`config.mk`:
```
export PLATFORM = sky130hd
export DESIGN_NAME = vector_apply_sequencer
export DESIGN_NICKNAME = d
export VERILOG_FILES = /design/src/rtl/vas_pkg.sv /design/src/rtl/vas_settle_timer.sv /design/src/rtl/vector_apply_sequencer.sv
export SDC_FILE = /design/constraint.sdc
export NUM_CORES = 1
export LEC_CHECK = 0
export CAP_MARGIN = 20
export CORE_MARGIN = 5
export CORE_UTILIZATION = 45
export DETAILED_ROUTE_END_ITERATION = 6
export PLACE_DENSITY = 0.76
export SLEW_MARGIN = 10
export SYNTH_ARGS = -nofsm -noshare
export SYNTH_HDL_FRONTEND = slang
export SYNTH_SLANG_ARGS = --single-unit
```
`constraint.sdc`:
```
create_clock -name CK -period 2.35 [get_ports CK]
set_clock_uncertainty 0.1 [all_clocks]
set_input_delay 0.47 -clock CK [delete_from_list [all_inputs] [get_ports CK]]
set_output_delay 0.47 -clock CK [all_outputs]
set_load 0.03 [all_outputs]
```
`src/rtl/vas_pkg.sv`:
```
// Shared types for the vector apply/capture sequencer: FSM state encoding,
// default settle-counter width and the result-record layout seen by the logger.
package vas_pkg;

    typedef enum logic [2:0] {
        S_IDLE    = 3'd0,
        S_APPLY   = 3'd1,
        S_SETTLE  = 3'd2,
        S_CAPTURE = 3'd3,
        S_EMIT    = 3'd4,
        S_DONE    = 3'd5
    } vas_state_t;

    localparam int VAS_SETTLE_W = 4;

`ifndef VAS_REC_IN_W
`define VAS_REC_IN_W 1
`endif
`ifndef VAS_REC_OUT_W
`define VAS_REC_OUT_W 1
`endif

    // Record layout as packed by the response logger; widths follow the bench build.
    typedef struct packed {
        logic [`VAS_REC_IN_W:0]    idx;
        logic [`VAS_REC_IN_W-1:0]  stim;
        logic [`VAS_REC_OUT_W-1:0] resp;
    } vas_rec_t;

endpackage

```
`src/rtl/vas_settle_timer.sv`:
```
// Loadable down-counter that times the settle window; expire is high while the count is zero.
module vas_settle_timer #(
    parameter int W = 4
) (
    input  logic         CK,
    input  logic         reset,
    input  logic         load,
    input  logic [W-1:0] load_val,
    input  logic         en,
    output logic         expire
);

    logic [W-1:0] cnt;

    always_ff @(posedge CK) begin
        if (reset) begin
            cnt <= '0;
        end else if (load) begin
            cnt <= load_val;
        end else if (en && cnt != '0) begin
            cnt <= cnt - W'(1);
        end
    end

    assign expire = (cnt == '0);

endmodule

```
`src/rtl/vector_apply_sequencer.sv`:
```
// Applies stimulus vectors to a benchmark DUT, waits a settle time, captures the response and
// streams {idx, stim, resp} records. Optional golden comparison is enabled by GOLDEN_CMP_EN.
module vector_apply_sequencer
    import vas_pkg::*;
#(
    parameter int IN_W     = 1,
    parameter int OUT_W    = 1,
    parameter int SETTLE_W = VAS_SETTLE_W
) (
    input  logic                CK,
    input  logic                reset,
    input  logic                start,
    input  logic                abort,
    input  logic [IN_W:0]       cfg_count,
    input  logic [SETTLE_W-1:0] cfg_settle,
    output logic [IN_W-1:0]     dut_in,
    input  logic [OUT_W-1:0]    dut_out,
    input  logic [OUT_W-1:0]    exp_out,
    output logic                rec_valid,
    input  logic                rec_ready,
    output logic [IN_W:0]       rec_idx,
    output logic [IN_W-1:0]     rec_stim,
    output logic [OUT_W-1:0]    rec_resp,
    output logic                busy,
    output logic                done,
    output logic                mismatch,
    output logic [IN_W:0]       mis_cnt
);

    vas_state_t          state;
    logic [IN_W:0]       idx;
    logic [IN_W:0]       last;
    logic [SETTLE_W-1:0] settle_q;
    logic                settle_expire;
    logic                start_ok;

    // Counts above the pattern space are clamped; zero means the full space.
    function automatic logic [IN_W:0] last_index(input logic [IN_W:0] count);
        logic [IN_W:0] full;
        full = {1'b1, {IN_W{1'b0}}};
        if (count == '0 || count > full) begin
            return full - (IN_W+1)'(1);
        end
        return count - (IN_W+1)'(1);
    endfunction

    assign start_ok = start && !abort && (state == S_IDLE || state == S_DONE);

    vas_settle_timer #(.W(SETTLE_W)) u_settle (
        .CK       (CK),
        .reset    (reset),
        .load     (state == S_APPLY),
        .load_val (settle_q - SETTLE_W'(1)),
        .en       (state == S_SETTLE),
        .expire   (settle_expire)
    );

    always_ff @(posedge CK) begin
        if (reset) begin
            state    <= S_IDLE;
            idx      <= '0;
            last     <= '0;
            settle_q <= '0;
            dut_in   <= '0;
            rec_idx  <= '0;
            rec_stim <= '0;
            rec_resp <= '0;
        end else if (abort) begin
            state  <= S_IDLE;
            dut_in <= '0;
        end else begin
            case (state)
                S_IDLE, S_DONE: begin
                    if (start_ok) begin
                        state    <= S_APPLY;
                        idx      <= '0;
                        last     <= last_index(cfg_count);
                        settle_q <= cfg_settle;
                    end
                end
                S_APPLY: begin
                    dut_in <= idx[IN_W-1:0];
                    state  <= (settle_q == '0) ? S_CAPTURE : S_SETTLE;
                end
                S_SETTLE: begin
                    if (settle_expire) begin
                        state <= S_CAPTURE;
                    end
                end
                S_CAPTURE: begin
                    rec_resp <= dut_out;
                    rec_stim <= dut_in;
                    rec_idx  <= idx;
                    state    <= S_EMIT;
                end
                S_EMIT: begin
                    if (rec_ready) begin
                        if (idx == last) begin
                            state <= S_DONE;
                        end else begin
                            idx   <= idx + (IN_W+1)'(1);
                            state <= S_APPLY;
                        end
                    end
                end
                default: state <= S_IDLE;
            endcase
        end
    end

    assign rec_valid = (state == S_EMIT);
    assign busy      = (state != S_IDLE) && (state != S_DONE);
    assign done      = (state == S_DONE);

`ifdef GOLDEN_CMP_EN
    always_ff @(posedge CK) begin
        if (reset || start_ok) begin
            mismatch <= 1'b0;
            mis_cnt  <= '0;
        end else if (!abort && state == S_CAPTURE && dut_out != exp_out) begin
            mismatch <= 1'b1;
            if (mis_cnt != '1) begin
                mis_cnt <= mis_cnt + (IN_W+1)'(1);
            end
        end
    end
`else
    logic unused_exp;
    assign unused_exp = ^exp_out;
    assign mismatch   = 1'b0;
    assign mis_cnt    = '0;
`endif

endmodule
```
==> qor.yml, run 1 <==
timing:
  fin_crit_ns: 2.24
  rsz0062_at_grt: "no"
  finalHoldViolCount: 0
  maxSlewViolCount: 0
  finalSetupTns_ns: 0
  fmax_mhz: 446
  post-route-period-util: 0.954
  fin_ws_ns: 0.109
  setup_viol: 0
global_routing:
  grt_max_degree: 19
  antenna_found_initial: 0
  grt_overflow: 0
  grt_first_pass_wirelength_mm: 4.02
  gr-usage-all-layers: 0.146
  first_global_vias: 879
setup_path:
  crit_required_ns: 1.78
  critPathMaxFanout: 4
  critical_path_class: "reg2out"
  cp-start-kind: "flop"
  startpoint: "state[2]"
  cp.buffers_inverters: 1
  cpMaxStageDelayCell: "clkdlybuf4s50_1"
  path_delay_family: "buffers and inverters"
  crit_path_end_kind: "output port"
  path_cells: "and3_2 -> clkdlybuf4s50_1"
  max_stage_delay_ns: 0.66
  cp.arrival_ns: 1.67
  r2r_start: "state[2]"
placement:
  io_buffer_count: 19
  gp_congestion: 0.882
  dp_slack_ns: 0.222
  dp_hpwl_mm: 1.83
flow_run:
  cap_violations: 0
clock_tree:
  cts.clk_slew.worst_paths_ns: 0.12
  clkSinkCount: 20
  clock_latency_ns: 0.30
  cts_tree: "yes"
  cts_hold_buf: 0
  cts_inserted_buffers: 3
  htreeDepth: 1
  cts_buffer_depth: 2
  clockRootBuffer: "clkbuf_4"
detailed_routing:
  drt_iter0_markers: 16
  ant_nets: 0
  vias_per_cell: 5.26
  wl_per_cell_um: 14.1
  dr.pass1.iters: 4
  drc: 0
  vias: 889
  drt_wl_total_mm: 2.38
die:
  start_util: 0.473
  num_rows: 18
  core_mm2: 0.00248
  io-pin-count: 24
  die-area_mm2: 0.00372
  die_y_um: 61.0
  die_w_um: 61.0
cells_and_area:
  nets: 155
  num_antenna_cells: 0
  drive_above_1_share: 0.151
  syn_to_final_growth_pct: 22.2
power_and_ir_drop:
  p_leak_nw: 0.523
  clockPowerShare: 0.363
  internal-power_w: 0.000586
  switching_power_w: 0.000181
  power.density_mw_per_mm2: 536
  swShare: 0.236
  peakVddDrop_mv: 0.372
  pwr-share-seq: 0.473
  pwr-share-comb: 0.164
hold_path:
  holdCritPathClass: "reg2reg"
  worst_hold_startpoint: "last[1]"
yosys:
  synth_warnings: 0
  synthesis.area_mm2: 0.00117
  synthTopCellsByArea: "dfxtp_1 (34%), mux2i_1 (11%), nor2_1 (4.8%)"
  syn_avg_cell_area_um2: 10.0
  synthFlopType: "dfxtp_1"
  yosys_register_bits: 20
  synthArstFlopShare: 0
  yosysUniqueCellTypes: 44
  yosysTopAreaCellShare: 0.342
  synthCells: 117
  synth_top_area_cell: "dfxtp_1"
  ys_seq_area_frac: 0.342
  synth_edf_count: 0
status:
  status: "finished, final reports clean"
==> cells in the final DEF (no fill, tap or decap), types with 2 or more instances in the layout <==
master           count
clkbuf_4             3
clkdlybuf4s50_1     18
o22ai_1              2
o21ai_0              4
dfxtp_1             19
inv_1                5
nor4_4               2
a221oi_1             2
o211ai_1             2
nand2b_1             4
a21oi_1              2
mux2i_1             13
a31oi_1              2
ha_1                 2
a211oi_1             2
conb_1               3
nor2_1              15
xor2_1               2
and3_1               2
xnor2_4              2
buf_4                7
nor3_1               2
==> flip-flops by register name (all words and copies together), names as in the netlist <==
signal        count
settle_q          4
u_settle.cnt      4
state             3
idx               2
last              2
rec_idx           2
dut_in            1
rec_resp          1
rec_stim          1
==> what timing repair did <==
item                                    4_1_cts  5_1_grt
resized for setup                             1        1
endpoints found under the setup margin        1        1
setup buffers                                 0        0
==> through the flow <==
stage | instance area, µm² | std cells | hold slack, ns | power [W] | utilization
after global routing | 1430 | 169 | 0.424 | 0.000804 | 0.578
after floorplan | 1180 | 119 | 0.360 | 0.000457 | -
after detailed placement | 1380 | 165 | 0.387 | 0.000496 | 0.557
after CTS | 1430 | 169 | 0.404 | 0.000774 | 0.577
after global placement | 1380 | 165 | 0.376 | 0.000492 | 0.557
final | 1430 | 169 | 0.398 | 0.000767 | 0.578
==> cells by family (layout without fill, tap and decap cells) <==
| kind of cell | after synthesis | in the layout | synth area share |
|---|---|---|---|
| AND/OR/NAND/NOR | 37 | 37 | 0.213 |
| AO/OA/AOI/OAI | 23 | 23 | 0.153 |
| flip-flops | 20 | 20 | 0.342 |
| buffers and inverters | 16 | 36 | 0.0876 |
| multiplexers | 13 | 13 | 0.111 |
| XOR/XNOR | 5 | 5 | 0.0694 |
| adder cells (fa/ha/maj) | 2 | 2 | 0.0214 |
| other | 1 | 3 | 0.00320 |
==> cells in the mapped netlist, types with 2 or more instances <==
cell type	count
clkbuf_1	2
o22ai_1	2
a211oi_1	2
ha_1	2
xnor2_4	2
a31oi_1	2
nor2_1	15
nor3_1	2
inv_1	5
a221oi_1	2
dfxtp_1	20
xor2_1	2
nand2b_1	4
o21ai_0	4
buf_4	3
mux2i_1	13
o211ai_1	2
buf_6	4
a21oi_1	2
and3_1	2
nor4_4	2
==> worst paths after layout <==
kind,end,slack (ns),cells past startpoint
max,done,0.11,2
min,last[1],0.40,1
max reg2reg,u_settle.cnt[2],0.31,7
min reg2reg,last[1],0.40,1
==> per-layer routing <==
layer	track usage	routed length (µm)	up-vias
met5	0	0	-
met4	0.0650	46	0
met2	0.232	1110	22
li1	-	-	458
met3	0.0294	97	6
met1	0.193	1120	403
==> final cells by class <==
cell class | count | area, µm²
Clock buffer | 3 | 22.5
Clock inverter | 1 | 30.0
Fill cell | 224 | 1050
Inverter | 6 | 22.5
Multi-Input combinational cell | 83 | 676
Sequential cell | 20 | 402
Tap cell | 30 | 37.5
Timing Repair Buffer | 26 | 241
==> power groups by stage <==
stage,combinational (W),clock (W),sequential [W]
5_1_grt,0.000137,0.000304,0.000364
3_3_place_gp,0.000123,0,0.000369
6_report,0.000126,0.000278,0.000362
2_1_floorplan,0.0000912,0,0.000366
4_1_cts,0.000127,0.000285,0.000362
3_5_place_dp,0.000125,0,0.000370
==> worst reg2reg max path: stages, from the launching register on <==
cell and delay (ns):
dfxtp_1 0.40, buf_4 0.22, nor3b_2 0.36, mux2i_1 0.28, ha_1 0.22, a31oi_1 0.10
a32oi_1 0.16, a21oi_1 0.09
Note: power is estimated with default switching activity, not from simulation.
==> run 2: changes to the inputs <==
--- a/config.mk
+++ b/config.mk
@@ -10,6 +10,7 @@
 export CORE_UTILIZATION = 45
 export DETAILED_ROUTE_END_ITERATION = 6
 export PLACE_DENSITY = 0.76
+export REMOVE_ABC_BUFFERS = 1
 export SLEW_MARGIN = 10
 export SYNTH_ARGS = -nofsm -noshare
 export SYNTH_HDL_FRONTEND = slang
==> qor.yml, run 2 (synthesis gave the netlist of run 1 again) <==
placement:
  dpl_cell_area_mm2: 0.00138
  gp_congestion: 0.833
  dp_hpwl_mm: 1.80
  io_buffer_count: 19
global_routing:
  gr-usage-all-layers: 0.144
  grt_first_pass_wirelength_mm: 4.08
  grt_max_degree: 19
  first_global_vias: 899
  grt_overflow: 0
  antenna_found_initial: 0
cells_and_area:
  nets: 155
  syn_to_final_growth_pct: 20.9
  reg_top3: "settle_q x4, u_settle.cnt x4, state x3"
  drive_above_1_share: 0.158
  postLayoutCellArea_mm2: 0.00142
  final_cell_mix: "dfxtp_1 (18), clkdlybuf4s50_1 (18), nor2_1 (15)"
  num_antenna_cells: 0
  fill_cells: 227
status:
  status: "finished, final reports clean"
clock_tree:
  clkSinkCount: 20
  cts_setup_buffers: 0
  clockRootBuffer: "clkbuf_4"
  cts.clk_slew.worst_paths_ns: 0.11
  clock_latency_ns: 0.29
  cts_tree: "yes"
  htreeDepth: 1
  cts_buffer_depth: 2
  cts_hold_buf: 0
  cts-resized-gates: 3
  cts_inserted_buffers: 3
setup_path:
  rr_worst_depth: 7
  cpMaxStageDelayCell: "clkdlybuf4s50_1"
  r2r_slack_ns: 0.20
  critical_path_class: "reg2out"
  r2r_start: "state[2]"
  cp.arrival_ns: 1.65
  max_stage_delay_ns: 0.66
  r2r-end: "u_settle.cnt[2]"
  path_cells: "inv_2 -> and3_2 -> clkdlybuf4s50_1"
  crit_required_ns: 1.78
  path_delay_family: "buffers and inverters"
  startpoint: "state[1]"
  crit_path_end_kind: "output port"
  cp.depth: 3
  cp-endpoint: "done"
  critPathMaxFanout: 5
  cp.buffers_inverters: 2
  cp-start-kind: "flop"
timing:
  fin_crit_ns: 2.22
  post-route-period-util: 0.944
  slew_headroom: 0.665
  maxSlewViolCount: 0
  finalSetupTns_ns: 0
  fmax_mhz: 451
  rsz0062_at_grt: "no"
  setup_viol: 0
  tightest_slew_ns: 0.500
  finalHoldViolCount: 0
die:
  die_y_um: 61.0
  core_mm2: 0.00248
  die_w_um: 61.0
  start_util: 0.473
  die-area_mm2: 0.00372
  io-pin-count: 24
  num_rows: 18
power_and_ir_drop:
  peakVddDrop_mv: 0.357
  power.density_mw_per_mm2: 485
  p_leak_nw: 0.517
detailed_routing:
  drt_wl_total_mm: 2.36
  dr.pass1.iters: 4
  ant_nets: 0
  drt_iter0_markers: 24
  vias_per_cell: 5.45
  wl_per_cell_um: 14.0
  drc: 0
  vias: 921
flow_run:
  cap_violations: 0
hold_path:
  holdCritPathClass: "reg2reg"
-- run 2: cell count changes in the layout (fill, tap and decap cells not counted) --
cell       change
bufinv_16      -1
clkbuf_8       +1
dfxtp_1        -1
dfxtp_2        +1
-- run 2: power breakdown --
part / total, W / leakage (nW) / switching, W / internal [W]
Sequential: 0.000363 / 0.163 / 0.0000138 / 0.000350
Combinational: 0.000125 / 0.333 / 0.0000624 / 0.0000629
Clock: 0.000198 / 0.0210 / 0.000103 / 0.0000943
-- run 2: layout make-up --
| type | count | area, µm² | area share |
|---|---|---|---|
| multi-input cells | 83 | 676 | 0.477 |
| flip-flops and latches | 20 | 403 | 0.284 |
| repair buffers | 26 | 241 | 0.170 |
| well taps | 30 | 37.5 | 0.0265 |
| clock buffers | 4 | 36.3 | 0.0256 |
| inverters | 6 | 22.5 | 0.0159 |
-- run 2: worst min path at each step --
stage / startpoint / end / slack, ns / cells after the start
final: last[1] / last[1] / 0.40 / 1
after global routing: last[1] / last[1] / 0.42 / 1
after CTS: last[1] / last[1] / 0.40 / 1
after detailed placement: last[1] / last[1] / 0.38 / 1
after global placement: rec_idx[1] / rec_idx[1] / 0.37 / 2
after floorplan: settle_q[3] / settle_q[3] / 0.36 / 2
-- run 2: layer usage --
layer  track usage  up-vias  wire length, µm
met2         0.229       31             1100
met5             0        -                0
met3        0.0210        4              122
met4        0.0650        0               43
met1         0.193      428             1100
li1              -      458                -
-- run 2: per-stage QoR --
stage | total power (W) | hold slack, ns | cells | setup WS, ns | utilization
after floorplan | 0.000447 | 0.360 | 109 | 0.291 | -
after global placement | 0.000491 | 0.374 | 165 | 0.255 | 0.557
after detailed placement | 0.000496 | 0.380 | 165 | 0.177 | 0.557
after CTS | 0.000694 | 0.396 | 169 | 0.111 | 0.572
after global routing | 0.000720 | 0.418 | 169 | 0.0478 | 0.572
final | 0.000686 | 0.395 | 169 | 0.131 | 0.572
